### config.mk
export PLATFORM = sky130hd
export DESIGN_NAME = draw_index_gen
export DESIGN_NICKNAME = d
export VERILOG_FILES = /design/src/rtl/draw_index_gen_pkg.sv /design/src/rtl/draw_index_gen_lfsr16.sv /design/src/rtl/draw_index_gen.sv
export SDC_FILE = /design/constraint.sdc
export NUM_CORES = 1
export LEC_CHECK = 0
export BUFFER_PORTS_ARGS = -buffer_cell sky130_fd_sc_hd__buf_2
export CORE_MARGIN = 2
export CORE_UTILIZATION = 62
export DETAILED_ROUTE_END_ITERATION = 10
export GPL_ROUTABILITY_DRIVEN = 1
export GPL_TIMING_DRIVEN = 0
export PLACE_DENSITY_LB_ADDON = 0.08
export SYNTH_ARGS = -nofsm -noshare
export SYNTH_HDL_FRONTEND = slang
export SYNTH_SLANG_ARGS = --single-unit
### constraint.sdc
create_clock -name Clk -period 3.85 [get_ports Clk]
set_input_delay 0.385 -clock Clk [delete_from_list [all_inputs] [get_ports Clk]]
set_output_delay 0.385 -clock Clk [all_outputs]
set_load 0.01 [all_outputs]
### src/rtl/draw_index_gen_pkg.sv
// Shared constants, state encoding and LFSR helper for the lottery draw index generator.
package draw_index_gen_pkg;

  localparam int SIZE_MEM_DEF    = 90;
  localparam int MAX_DRAWS_DEF   = 10;
  localparam int HOLD_CYCLES_DEF = 12;
  localparam int INIT_CYCLES_DEF = 400;

  localparam int IDX_W = 7;
  localparam int CNT_W = 16;

  // Taps x^16+x^14+x^13+x^11+1 in right-shifting form land on bits 0, 2, 3 and 5.
  localparam logic [15:0] LFSR_SEED = 16'hACE1;
  localparam logic [15:0] LFSR_TAPS = 16'h002D;

  typedef enum logic [3:0] {
    INIT,
    INIT_WAIT,
    IDLE,
    LOAD,
    MOD,
    CHECK,
    PRESENT,
    HOLD,
    COMMIT
  } drawState_t;

  function automatic logic [15:0] lfsrStep(input logic [15:0] s);
    return {^(s & LFSR_TAPS), s[15:1]};
  endfunction

endpackage

### src/rtl/draw_index_gen_lfsr16.sv
// Free-running 16-bit Fibonacci LFSR; advances on every clock once out of reset.
module draw_index_gen_lfsr16
  import draw_index_gen_pkg::*;
#(
  parameter int OUT_W = 16
) (
  input  logic             Clk,
  input  logic             Reset,
  output logic [OUT_W-1:0] Value
);

  logic [15:0] valueReg;

  always_ff @(posedge Clk or negedge Reset) begin
    if (!Reset) begin
      valueReg <= LFSR_SEED;
    end else begin
      valueReg <= lfsrStep(valueReg);
    end
  end

  assign Value = valueReg[OUT_W-1:0];

endmodule

### src/rtl/draw_index_gen.sv
// Draw sequencer: reduces an LFSR byte modulo the free-slot count, presents it to the
// free-memory manager, holds it through the manager's swap, then commits the draw.
module draw_index_gen
  import draw_index_gen_pkg::*;
#(
  parameter int SIZE_MEM    = SIZE_MEM_DEF,
  parameter int MAX_DRAWS   = MAX_DRAWS_DEF,
  parameter int HOLD_CYCLES = HOLD_CYCLES_DEF,
  parameter int INIT_CYCLES = INIT_CYCLES_DEF
) (
  input  logic             Clk,
  input  logic             Reset,
  input  logic             Draw,
  input  logic             NewGame,
  output logic [IDX_W-1:0] AdModulo,
  output logic [IDX_W-1:0] AdMax,
  output logic             MemReset,
  output logic             Busy,
  output logic             DrawDone,
  output logic             GameOver
);

  localparam logic [IDX_W-1:0] SIZE_MEM_V  = IDX_W'(SIZE_MEM);
  localparam logic [IDX_W-1:0] MAX_DRAWS_V = IDX_W'(MAX_DRAWS);
  localparam logic [CNT_W-1:0] INIT_LAST   = CNT_W'(INIT_CYCLES - 1);
  localparam logic [CNT_W-1:0] HOLD_LAST   = CNT_W'(HOLD_CYCLES - 1);

  drawState_t       stateReg, stateNext;
  logic [CNT_W-1:0] cntReg, cntNext;
  logic [7:0]       accReg, accNext;
  logic [IDX_W-1:0] remReg, remNext;
  logic [IDX_W-1:0] adModuloReg, adModuloNext;
  logic [IDX_W-1:0] adMaxReg, adMaxNext;
  logic             memResetReg, memResetNext;
  logic             busyReg, busyNext;
  logic             drawDoneReg, drawDoneNext;
  logic             gameOverReg, gameOverNext;

  logic [7:0]       lfsrLow;
  logic [IDX_W-1:0] loadRem;
  logic [7:0]       rem8;
  logic [7:0]       accMinusRem;
  logic [7:0]       accPlusOne;
  logic [IDX_W-1:0] adMaxPlusOne;
  logic             reqOk;

  draw_index_gen_lfsr16 #(.OUT_W(8)) uLfsr (
    .Clk  (Clk),
    .Reset(Reset),
    .Value(lfsrLow)
  );

  assign loadRem      = SIZE_MEM_V - adMaxReg;
  assign rem8         = {1'b0, remReg};
  assign accMinusRem  = accReg - rem8;
  assign accPlusOne   = accReg + 8'd1;
  assign adMaxPlusOne = adMaxReg + 7'd1;
  // Requests count only when the outside world can see Busy low.
  assign reqOk        = (stateReg == IDLE) && !busyReg;

  always_comb begin
    stateNext    = stateReg;
    cntNext      = cntReg;
    accNext      = accReg;
    remNext      = remReg;
    adModuloNext = adModuloReg;
    adMaxNext    = adMaxReg;
    gameOverNext = gameOverReg;
    memResetNext = 1'b0;
    drawDoneNext = 1'b0;
    busyNext     = (stateReg != IDLE);
    case (stateReg)
      INIT: begin
        memResetNext = 1'b1;
        adMaxNext    = '0;
        gameOverNext = 1'b0;
        if (cntReg == CNT_W'(1)) begin
          cntNext   = '0;
          stateNext = INIT_WAIT;
        end else begin
          cntNext = cntReg + CNT_W'(1);
        end
      end
      INIT_WAIT: begin
        if (cntReg == INIT_LAST) begin
          cntNext   = '0;
          stateNext = IDLE;
        end else begin
          cntNext = cntReg + CNT_W'(1);
        end
      end
      IDLE: begin
        if (reqOk) begin
          if (NewGame) begin
            stateNext = INIT;
            busyNext  = 1'b1;
          end else if (Draw && !gameOverReg) begin
            stateNext = LOAD;
            busyNext  = 1'b1;
          end
        end
      end
      LOAD: begin
        accNext   = lfsrLow;
        remNext   = loadRem;
        stateNext = (lfsrLow >= {1'b0, loadRem}) ? MOD : CHECK;
      end
      MOD: begin
        accNext = accMinusRem;
        if (accMinusRem < rem8) begin
          stateNext = CHECK;
        end
      end
      CHECK: begin
        // The manager reacts only to a change, so a repeated index is bumped by one.
        if (accReg == {1'b0, adModuloReg}) begin
          accNext = (accPlusOne == rem8) ? 8'd0 : accPlusOne;
        end
        stateNext = PRESENT;
      end
      PRESENT: begin
        adModuloNext = accReg[IDX_W-1:0];
        stateNext    = HOLD;
      end
      HOLD: begin
        if (cntReg == HOLD_LAST) begin
          cntNext   = '0;
          stateNext = COMMIT;
        end else begin
          cntNext = cntReg + CNT_W'(1);
        end
      end
      COMMIT: begin
        adMaxNext    = adMaxPlusOne;
        gameOverNext = (adMaxPlusOne == MAX_DRAWS_V);
        drawDoneNext = 1'b1;
        stateNext    = IDLE;
      end
      default: begin
        cntNext   = '0;
        stateNext = INIT;
      end
    endcase
  end

  always_ff @(posedge Clk or negedge Reset) begin
    if (!Reset) begin
      stateReg    <= INIT;
      cntReg      <= '0;
      accReg      <= '0;
      remReg      <= '0;
      adModuloReg <= '0;
      adMaxReg    <= '0;
      memResetReg <= 1'b0;
      busyReg     <= 1'b0;
      drawDoneReg <= 1'b0;
      gameOverReg <= 1'b0;
    end else begin
      stateReg    <= stateNext;
      cntReg      <= cntNext;
      accReg      <= accNext;
      remReg      <= remNext;
      adModuloReg <= adModuloNext;
      adMaxReg    <= adMaxNext;
      memResetReg <= memResetNext;
      busyReg     <= busyNext;
      drawDoneReg <= drawDoneNext;
      gameOverReg <= gameOverNext;
    end
  end

  assign AdModulo = adModuloReg;
  assign AdMax    = adMaxReg;
  assign MemReset = memResetReg;
  assign Busy     = busyReg;
  assign DrawDone = drawDoneReg;
  assign GameOver = gameOverReg;

endmodule
==> results.txt, run 1 <==
* Number of buffers added on ports: 21
- Between clock sinks in the finished design, the worst skew comes to 0.0108 ns.
- Average size of a mapped cell: 9.51 um2
- Post-place instance area: 4510 um2
* DRC violation count after routing: 0
- Worst vdd ir: 434 uV
- Highest net fanout along the worst path: 9
* Slew headroom: 0.248
- After detailed routing, the number of vias per cell comes to 6.06.
* Number of nets with antenna violations after routing: 0
- The pre-antenna-repair detailed-routing pass consisted of 4 iterations.
- Die area: 7620 um2
* Final Max Slew Viols: 0
- Adding up every negative setup slack in the final design gives 0 ns.
- Area overhead of the layout relative to synthesis: 9.63%
- The finished layout holds 569 standard cells, fillers aside.
- In this run the power density over the cells is 735 nW/um2.
- Number of buffers added for setup after CTS: 0
- The initial antenna violation count is 0.
* Switching fraction of total power: 0.436
- Synth Warn #: 0
- Chip height: 87.3 um
- Based on the critical path, the design can be clocked at up to 303 MHz.
- FFs w/ async S/R, synth: 1.00
* CP cell instances: inv_1 -> ha_1 -> inv_1 -> fa_1 -> a21oi_1 -> o21a_1 -> a21boi_0 -> ha_1 -> o21a_1 -> o21ai_0 -> a21oi_1 -> nor3b_1 -> mux2i_1 -> a32oi_1
- Across all setup checks in the final design, the least slack found is 0.552 ns.
* DR WL/cell: 16.7 um
* Final hold violation count: 0
- Signal arrival time at the worst endpoint: 3.57 ns
* Power share of the clock group: 0.175
- For this run the aggregate overflow at the end of global routing stands at 0.
- Weighted congestion reported at the end of routability-driven placement: 0.888
- Ant diodes: 0
* RSZ-0062 raised after global routing: no
- The most used flip-flop cell after synthesis is dfrtp_1.
* Nature of the critical path startpoint: flop
- Area occupied by multi-input gates: 2320 um2
- The worst path in the final design needs a cycle of 3.30 ns, including I/O delays and setup.
* CTS-repair resized insts: 0
* Most frequent cells in the layout: 61 x dfrtp_1, 46 x nor2_1, 36 x nand2_1
- Of the total power, combinational logic draws 0.534.
- Nets in the synthesized netlist: 483
- Worst-Margin Slew: 1.12 ns
- Summed over all cells, the static leakage comes to 2.14 nW.
- Setup crit end kind: flop
* # rows: 30
- Internal power component: 1.95 mW
* Filler cells: 528
* Switching power: 1.51 mW
* Latest clock arrival within the worst-skew pair: 0.35 ns
* Pin count of the biggest net entering global routing: 70
* Area taken by flip-flops and latches: 1740 um2
* CTS sink count: 69
- Post-synthesis sequential area ratio: 0.404
- With fillers left out, the area of the finished cells amounts to 4710 um2.
- Top cells by area in the synthesized netlist: dfrtp_1 35%, ha_1 7.6%, xnor2_1 5.1%
- Of the post-synthesis cell area, the dominant cell type holds 0.355.
- Total number of vias: 3450
- From left edge to right edge, the die measures 87.3 um.
- The share of total power dissipated in sequential elements is 0.291.
- Flops & latches, synth: 69
- Count of distinct cell types in the synthesized netlist: 66
* Total Nets Final: 515
- Number of buffers added to fix hold violations after cts: 0
* Result of the run: complete, no violations
- Count of endpoints failing setup in the final report: 0
- Clk pin slew, worst setup/hold paths: 0.08 ns
* Cell type of the slowest stage on the worst timing path: dfrtp_1
- In the final layout, the share of cells above drive strength 1 is 0.151.
- Total power for the finished layout comes to 3.46 mW.
- Worst Path Class, Setup: reg2reg
- Number of enable flip-flop cells after synthesis: 0
* Period utilization: 0.857
- The path class of the tightest hold or removal check is in2async.
* Share of the core filled with cells: 0.698
- Prior to clock tree synthesis, the placed netlist has a worst setup slack of 0.644 ns.
* Gate count after technology mapping: 452
- The number of global-route vias before repair was 3314.
- No sink is reached through more buffers than the 2 on the longest clock path.
- Clock tree synthesis selected as its root buffer the cell clkbuf_8.
* DR iter-0 viols: 178
- Req. time, crit path: 4.12 ns
- All-layer global routing usage: 0.270
- The first global-routing pass estimated 15900 um of wire.
- Most common cell after layout, fill and taps aside: dfrtp_1
- Core region area: 6760 um2
* Most area-hungry cell type in the Yosys netlist: dfrtp_1
* Max-cap violations: 0
* Effective utilization at floorplan: 0.636
- The mapped netlist covers 4300 um2.
* Number of instances in the placed design: 553
* TritonCTS clock tree: done
* Level count of the clock H-tree: 3
- Worst hold slack: 0.136 ns
- I/O pin count: 22
- Total CTS buffers: 9
* Total wire length: 9500 um
- HPWL reported at the end of detailed placement: 6830 um
- Peak per-stage delay on the critical path: 0.48 ns
-- power by group through the flow --
stage	combinational [mW]	sequential, mW	clock (mW)
CTS	1.83	1.01	0.617
global route	2.08	1.02	0.652
finish	1.85	1.01	0.607
global placement	1.77	1.01	0
detailed placement	1.82	1.02	0
floorplan	1.40	0.995	0
-- worst paths after layout --
kind	cells after the start	slack (ns)	endpoint	startpoint
worst max-delay path	14	0.55	stateReg[0]	accReg[0]
worst min-delay path	1	0.14	remReg[6]	Reset
max in group asynchronous	1	3.15	AdMax[6]	Reset
worst min register to register	0	0.35	uLfsr.valueReg[13]	uLfsr.valueReg[14]
worst max register to register	14	0.55	stateReg[0]	accReg[0]
min in group Clk	0	0.35	uLfsr.valueReg[13]	uLfsr.valueReg[14]
-- worst max-delay path: cells and delay by family (launching register included) --
| family | cells | cell delay [ns] |
|---|---|---|
| flip-flops | 1 | 0.48 |
| buffers and inverters | 2 | 0.15 |
| multiplexers | 1 | 0.15 |
| AO/OA/AOI/OAI | 7 | 1.37 |
| AND/OR/NAND/NOR | 1 | 0.21 |
| adder cells (fa/ha/maj) | 3 | 0.88 |
-- cells in the mapped netlist, drive strengths merged, types with 9 or more instances --
library cell,number
o21ai,23
o31ai,10
a21oi,13
nand2,36
clkbuf,12
nor3,16
inv,26
xor2,13
buf,9
xnor2,25
nor2,46
dfrtp,61
nand3,19
ha,26
-- logic make-up after synthesis --
logic type / Yosys count / share of synthesized area
AO/OA/AOI/OAI: 100 / 0.171
XOR/XNOR: 38 / 0.0791
adder cells (fa/ha/maj): 27 / 0.0803
buffers and inverters: 48 / 0.0582
flip-flops: 69 / 0.404
multiplexers: 10 / 0.0253
AND/OR/NAND/NOR: 160 / 0.182
-- final cells by class --
| class | instances | area share |
|---|---|---|
| buffer | 22 | 0.0324 |
| clock buffer | 11 | 0.0300 |
| clock inverter | 5 | 0.0125 |
| inverter | 26 | 0.0207 |
| multi-input combinational | 335 | 0.492 |
| sequential | 69 | 0.368 |
| tap | 80 | 0.0212 |
| timing repair buffer | 21 | 0.0228 |
-- flip-flops by register name, indices dropped and copies added, names as in the netlist, 4 cells and up --
register	flops
AdModulo	7
AdMax	7
cntReg	16
uLfsr.valueReg	16
remReg	7
stateReg	4
accReg	8
-- metal layers --
layer | track usage | routed length [um]
met2 | 0.436 | 4550
met5 | 0 | 0
met1 | 0.350 | 4240
met4 | 0.115 | 286
met3 | 0.0607 | 423
Note: power is estimated with default switching activity, not from simulation.
==> run 2, diff against run 1 <==
--- a/config.mk
+++ b/config.mk
@@ -11,7 +11,8 @@
 export DETAILED_ROUTE_END_ITERATION = 10
 export GPL_ROUTABILITY_DRIVEN = 1
 export GPL_TIMING_DRIVEN = 0
-export PLACE_DENSITY_LB_ADDON = 0.08
+export PLACE_DENSITY = 0.85
 export SYNTH_ARGS = -nofsm -noshare
 export SYNTH_HDL_FRONTEND = slang
+export SYNTH_HIERARCHICAL = 1
 export SYNTH_SLANG_ARGS = --single-unit
==> run 2 against run 1 <==
  * Non-clock buffer count up 9
  * Global-route usage increased by 0.16 points
  * Total power increased by 3.7%
  * Via count is 3.0% higher
  * Core utilization grew 0.83 points
  * Critical path type unchanged
==> results.txt, run 2 <==
* Result of the run: complete, no violations (unchanged)
* Area overhead of the layout relative to synthesis: 10.2% (was 9.63%)
* RSZ-0062 raised after global routing: no (unchanged)
- Min-delay worst type: in2async (unchanged)
* Gate count after technology mapping: 458 (was 452)
- Worst Path Class, Setup: reg2reg (unchanged)
* Global-route congestion overflow total: 0 (unchanged)
- The worst supply voltage drop on vdd is 392 uV (was 434 uV).
* Global-route wire length before repair: 16100 um (was 15900 um)
* Final hold violation count: 0 (unchanged)
- Peak per-stage delay on the critical path: 0.47 ns (was 0.48 ns)
- Number of instances in the placed design: 575 (was 553)
* Maximum clock insertion buffer count: 2 (unchanged)
- The filler-free cell count of the finished design is 591 (was 569).
- Number of buffers added for setup after CTS: 0 (unchanged)
- The type of element launching the critical path was a flop (unchanged).
* Static leakage: 2.24 nW (was 2.14 nW)
- Buffers plus inverters on the worst setup path: 1 (was 2)
- The number of unique standard cell types used by synthesis was 70 (was 66).
- The register bit total from synthesis was 69 (unchanged).
- Highest net fanout along the worst path: 6 (was 9)
- The number of max-slew violations in the final report came to 0 (unchanged).
- Number of buffers added to fix hold violations after cts: 0 (unchanged)
- The final period utilization was 0.920 (was 0.857).
* Router iterations before antenna repair: 5 (was 4)
- The worst clock skew on the final layout came to 0.00971 ns (was 0.0108 ns).
- The root cell of the clock tree was clkbuf_8 (unchanged).
- Setup crit end kind: flop (unchanged)
- The category of cells accounting for the largest share of critical-path delay is compound AO/OA/AOI/OAI gates (unchanged).
* TritonCTS clock tree: done (unchanged)
* Latest clock arrival within the worst-skew pair: 0.35 ns (about the same)
* Number of buffers added on ports: 21 (unchanged)
- Post-synthesis sequential area ratio: 0.399 (was 0.404)
- Synth top cells by count: 61 x dfrtp_1, 35 x nand2_1, 28 x o21ai_0, 26 x ha_1, 26 x inv_1 (was 61 x dfrtp_1, 46 x nor2_1, 36 x nand2_1, 26 x ha_1, 26 x inv_1)
- The accumulated negative setup slack is 0 ns (unchanged).
- The cell with the largest stage delay on the worst path was dfrtp_1 (unchanged).
- The fill cell total of the finished layout was 515 (was 528).
- Nets in the synthesized netlist: 489 (was 483)
* HPWL reported at the end of detailed placement: 7130 um (was 6830 um)
- Top cells by area in the synthesized netlist: dfrtp_1 35%, ha_1 7.5%, dfstp_2 4.8% (was dfrtp_1 35%, ha_1 7.6%, xnor2_1 5.1%).
* DR iter-0 viols: 219 (was 178)
* Worst hold slack: 0.113 ns (was 0.136 ns)
- Area share of the largest cell type after synthesis: 0.351 (was 0.355)
- Maximum clock frequency: 282 MHz (was 303 MHz)
- The total of max-cap violations is 0 (unchanged).
* Worst reg2reg path startpoint: remReg[2] (was accReg[0])
- The share of flip-flops with an asynchronous set or reset came to 1.00 (unchanged).
* Req. time, crit path: 4.09 ns (was 4.12 ns)
* I/O pin count: 22 (unchanged)
- Number of antenna violations at the first check in global routing: 0 (unchanged)
* Worst path setup slack after routing: 0.308 ns (was 0.552 ns)
- # rows: 30 (unchanged)
- The cell with the most instances after synthesis was dfrtp_1 (unchanged).
- Power per unit of standard cell area: 749 nW/um2 (was 735 nW/um2)
- The total clock sinks came to 69 (unchanged).
- Cell Area, Synth: 4350 um2 (was 4300 um2)
- The final-stage net count was 521 (was 515).
- Most area-hungry cell type in the Yosys netlist: dfrtp_1 (unchanged)
* Launch point of the worst path: remReg[2] (was accReg[0])
- Most frequent cells in the layout: 61 x dfrtp_1, 35 x nand2_1, 28 x o21ai_0 (was 61 x dfrtp_1, 46 x nor2_1, 36 x nand2_1)
- The number of antenna cells inserted is 0 (unchanged).
- Proportion of layout cells with a drive suffix above 1: 0.188 (was 0.151)
* Most common cell after layout, fill and taps aside: dfrtp_1 (unchanged)
- Total number of vias: 3554 (was 3450)
- Leading registers by flop count: cntReg (16), uLfsr/valueReg (16), accReg (8) (was cntReg (16), uLfsr.valueReg (16), accReg (8))
- The shortest clock period the worst path allows after layout is 3.54 ns (was 3.30 ns).
- Average size of a mapped cell: 9.51 um2 (about the same)
* CP cell instances: inv_1 -> ha_1 -> a21oi_1 -> a21oi_1 -> or3_1 -> and2_1 -> ha_1 -> a2111oi_0 -> o21ai_0 -> a21boi_1 -> o311ai_1 -> mux2_1 (was inv_1 -> ha_1 -> inv_1 -> fa_1 -> a21oi_1 -> o21a_1 -> a21boi_0 -> ha_1 -> o21a_1 -> o21ai_0 -> a21oi_1 -> nor3b_1 -> mux2i_1 -> a32oi_1)
- The CTS buffer count was 9 (unchanged).
- Signal arrival time at the worst endpoint: 3.78 ns (was 3.57 ns)
* Number of enable flip-flop cells after synthesis: 0 (unchanged)
* Number of nets with antenna violations after routing: 0 (unchanged)
* Vias in the first global route: 3460 (was 3314)
* Pin count of the biggest net entering global routing: 70 (unchanged)
- Level count of the clock H-tree: 3 (unchanged)
* Horizontal die dimension: 87.8 um (was 87.3 um)
* Worst-Margin Slew: 1.12 ns (about the same)
* Weighted congestion reported at the end of routability-driven placement: 0.974 (was 0.888)
- Total wire length: 9670 um (was 9500 um)
- Effective utilization at floorplan: 0.641 (was 0.636)
* Die area: 7710 um2 (was 7620 um2)
- DRC violation count after routing: 0 (unchanged)
- DR WL/cell: 16.4 um (was 16.7 um)
* Mean number of vias per cell: 6.01 (was 6.06)
- Core region area: 6790 um2 (was 6760 um2)
- Slew headroom: 0.244 (was 0.248)
* Pre-CTS setup slack: 0.298 ns (was 0.644 ns)
- Clk pin slew, worst setup/hold paths: 0.08 ns (about the same)
* Chip height: 87.8 um (was 87.3 um)
- The number of instances resized during post-cts repair was 0 (unchanged).
* Synth Warn #: 6 (was 0)
* Top FF cell, synth: dfrtp_1 (unchanged)
- The total global routing track utilization came to 0.272 (was 0.270).
- Count of endpoints failing setup in the final report: 0 (unchanged)
-- run 2: cell types whose count changed after synthesis, moves of 5 or more --
cell,change
o31ai_1,-8
a31oi_1,+8
o41ai_1,-6
nor4_1,-6
buf_4,+8
o21ai_0,+5
o22ai_1,+7
nand3_1,-5
nor2_2,+10
nor2_1,-22
-- run 2: where the power goes --
| part | switching (mW) | leakage [nW] | internal (mW) |
|---|---|---|---|
| sequential | 0.166 | 0.895 | 0.861 |
| clock | 0.290 | 0.111 | 0.366 |
| combinational | 1.10 | 1.23 | 0.809 |
-- run 2: path summary, 6_finish.rpt --
path	endpoint	slack, ns	cells after the start
max in group asynchronous	remReg[5]	3.15	1
hold reg to reg	uLfsr/valueReg[10]	0.36	0
setup / recovery	stateReg[1]	0.31	12
setup reg to reg	stateReg[1]	0.31	12
min in group Clk	uLfsr/valueReg[10]	0.36	0
hold / removal	cntReg[9]	0.11	1
-- run 2: layer usage --
layer / routed length [um] / up-vias / track usage
met5: 0 / - / 0
met3: 614 / 18 / 0.0537
met2: 4620 / 126 / 0.433
met1: 4240 / 1717 / 0.370
met4: 198 / 0 / 0.105
li1: - / 1693 / -
-- run 2: area by class of cell --
cell class                 instances  area, um2  area share
sequential                        69       1740       0.362
clock inverter                     6       87.6      0.0183
inverter                          26       97.6      0.0203
multi-input combinational        332       2310       0.482
timing repair buffer              21        108      0.0224
buffer                            31        206      0.0430
tap                               96        120      0.0250
clock buffer                      10        128      0.0266
-- run 2: logic make-up after synthesis --
logic type | share of synthesized area
and+or+nand+nor | 0.195
xor gates and xnor gates | 0.0704
DFF | 0.399
buffers and inverters | 0.0698
muxes | 0.0253
adders and majority gates | 0.0793
AOI/OAI and AO/OA | 0.161
-- run 2: metrics by stage --
stage	power [mW]	utilization	area, um2
2_1_floorplan	2.43	-	4350
3_3_place_gp	2.82	0.674	4580
3_5_place_dp	2.90	0.674	4580
4_1_cts	3.57	0.706	4800
5_1_grt	3.86	0.706	4800
6_report	3.59	0.706	4800
==> run 3, diff against run 2 <==
--- a/config.mk
+++ b/config.mk
@@ -6,7 +6,6 @@
 export NUM_CORES = 1
 export LEC_CHECK = 0
 export BUFFER_PORTS_ARGS = -buffer_cell sky130_fd_sc_hd__buf_2
-export CORE_MARGIN = 2
 export CORE_UTILIZATION = 62
 export DETAILED_ROUTE_END_ITERATION = 10
 export GPL_ROUTABILITY_DRIVEN = 1
==> run 3 against run 2 <==
  * Final area shrank 0.37%
  * Sequential share of layout area up 0.13 points
  * Global-route usage grew 2.3 points
  * Combinational power barely moved
  * Core utilization decreased by 0.26 points
  * Fmax up 2.0%
  * Flip-flop and latch count stayed put
  * Clock skew up 0.0048 ns
==> results.txt, run 3 (synthesis gave the netlist of run 2 again) <==
- The cell-internal power was 1.97 mW (was 2.04 mW).
- # rows: 30 (unchanged)
* Switching power: 1.58 mW (was 1.56 mW)
- Pin count of the biggest net entering global routing: 70 (unchanged)
- Vias in the first global route: 3522 (was 3460)
* Router iterations before antenna repair: 5 (unchanged)
* Count of endpoints failing setup in the final report: 0 (unchanged)
* Final Max Slew Viols: 0 (unchanged)
* Maximum clock insertion buffer count: 2 (unchanged)
- The path class of the lowest-slack min-delay path is in2async (unchanged).
* Clock root buffer: clkbuf_8 (unchanged)
- Total CTS buffers: 9 (unchanged)
- Worst-Margin Slew: 1.30 ns (was 1.12 ns)
- Result of the run: complete, no violations (unchanged)
* Req. time, crit path: 4.10 ns (was 4.09 ns)
* Global-route wire length before repair: 16700 um (was 16100 um)
- The hold violation count in the final report came to 0 (unchanged).
- Die area: 7360 um2 (was 7710 um2)
* HPWL reported at the end of detailed placement: 7160 um (was 7130 um)
* DR iter-0 viols: 284 (was 219)
- The cts-stage hold buffer count is 0 (unchanged).
* RSZ-0062 raised after global routing: no (unchanged)
* Clk pin slew, worst setup/hold paths: 0.08 ns (about the same)
- Number of buffers added for setup after CTS: 0 (unchanged)
- The final period utilization was 0.902 (was 0.920).
- The x dimension of the die is 85.8 um (was 87.8 um).
- Total Nets Final: 521 (unchanged)
- Global-route congestion overflow total: 0 (unchanged)
- The accumulated negative setup slack was 0 ns (unchanged).
- The per-cell via count in the routed design came to 6.14 (was 6.01).
- Worst-case clock skew: 0.0145 ns (was 0.00971 ns)
- The ratio of total power to cell area came to 742 nW/um2 (was 749 nW/um2).
- The initial standard-cell utilization of the core is 0.641 (unchanged).
- Nature of the critical path startpoint: flop (unchanged)
- Number of antenna violations at the first check in global routing: 0 (unchanged)
- Most common cell after layout, fill and taps aside: dfrtp_1 (unchanged)
- Number of buffers added on ports: 21 (unchanged)
- Total wire length: 10100 um (was 9670 um)
- Weighted congestion reported at the end of routability-driven placement: 0.910 (was 0.974)
- Max-cap violations: 0 (unchanged)
- Ant diodes: 0 (unchanged)
* All-layer global routing usage: 0.295 (was 0.272)
- I/O pin count: 22 (unchanged)
- Number of nets with antenna violations after routing: 0 (unchanged)
- The CTS tree is done (unchanged).
* DR WL/cell: 17.1 um (was 16.4 um)
- The total clock sinks came to 69 (unchanged).
* Highest net fanout along the worst path: 6 (unchanged)
- The die height is 85.8 um (was 87.8 um).
- Worst vdd ir: 419 uV (was 392 uV)
- The worst setup path category was reg2reg (unchanged).
* Maximum clock frequency: 288 MHz (was 282 MHz)
- Latest clock arrival within the worst-skew pair: 0.37 ns (was 0.35 ns)
- The layout-stage area growth over the synthesis result came to 9.77% (was 10.2%).
- The shortest clock period the worst path allows after layout is 3.47 ns (was 3.54 ns).
* Most frequent cells in the layout: 61 x dfrtp_1, 35 x nand2_1, 28 x o21ai_0 (unchanged)
- The endpoint arrival time on the critical path came to 3.72 ns (was 3.78 ns).
- The placeable core area came to 6790 um2 (unchanged).
- The sort of element at the end of the critical path is a flop (unchanged).
- DRC violation count after routing: 0 (unchanged)
* Switching fraction of total power: 0.445 (was 0.433)
- The leakage power figure came to 2.22 nW (was 2.24 nW).
- The combinational share of power came to 0.541 (was 0.531).
- Proportion of layout cells with a drive suffix above 1: 0.190 (was 0.188)
- The sequential cell fraction of total power was 0.289 (was 0.286).
- Total power draw: 3.55 mW (was 3.59 mW)
- The relative slew slack is 0.122 (was 0.244).
- Power share of the clock group: 0.171 (was 0.183)
* Leading registers by flop count: cntReg (16), uLfsr/valueReg (16), accReg (8) (unchanged)
- Level count of the clock H-tree: 3 (unchanged)
- Total number of vias: 3628 (was 3554)
## run 3: metrics by stage
stage	hold WS [ns]	worst slack (ns)	util	cell area [um2]	std cells
floorplan	0.0894	0.899	-	4350	458
global placement	0.338	0.456	0.674	4580	575
CTS	0.166	0.316	0.703	4780	591
detailed placement	0.336	0.337	0.674	4580	575
global route	0.202	0.106	0.703	4780	591
finish	0.126	0.378	0.703	4780	591
## run 3: cell type report
class / instances / area (um2)
inverters: 26 / 97.6
clock inverters: 7 / 73.8
flip-flops and latches: 69 / 1740
multi-input cells: 332 / 2310
well taps: 96 / 120
fillers: 524 / 2010
repair buffers: 21 / 108
clock buffers: 9 / 124
plain buffers: 31 / 206
## run 3: final timing paths
kind	startpoint	to	slack (ns)	depth (start not counted)
max	remReg[2]	stateReg[1]	0.38	12
min in group Clk	uLfsr/valueReg[9]	uLfsr/valueReg[8]	0.34	0
max reg2reg	remReg[2]	stateReg[1]	0.38	12
min	Reset	cntReg[6]	0.13	1
min reg2reg	uLfsr/valueReg[9]	uLfsr/valueReg[8]	0.34	0
max in group asynchronous	Reset	uLfsr/valueReg[9]	3.14	1
## run 3: layer usage
| layer | part of all wire | GRT usage |
|---|---|---|
| met1 | 0.43 | 0.381 |
| met2 | 0.48 | 0.479 |
| met3 | 0.066 | 0.0645 |
| met4 | 0.021 | 0.135 |
| met5 | 0 | 0 |
## run 3: power groups by stage
stage / Clock (mW) / Sequential (mW) / Combinational (mW)
after floorplan: 0 / 1.00 / 1.43
after global placement: 0 / 1.02 / 1.78
after detailed placement: 0 / 1.03 / 1.86
after CTS: 0.607 / 1.02 / 1.88
after global routing: 0.638 / 1.04 / 2.11
final: 0.605 / 1.02 / 1.92
## run 3: critical path: stages (launching register included)
cell and delay [ns]:
dfrtp_1 0.47, inv_1 0.10, ha_1 0.34, a21oi_1 0.32, a21oi_1 0.13, or3_1 0.33
and2_1 0.18, ha_1 0.18, a2111oi_0 0.35, o21ai_0 0.15, a21boi_1 0.27, o311ai_1 0.19
mux2_1 0.34
## run 3: repair_timing
action / 4_1_cts / 5_1_grt
setup endpoints to repair: 0 / 1
gates resized for setup: 0 / 1
endpoints found under the hold margin: 0 / 0
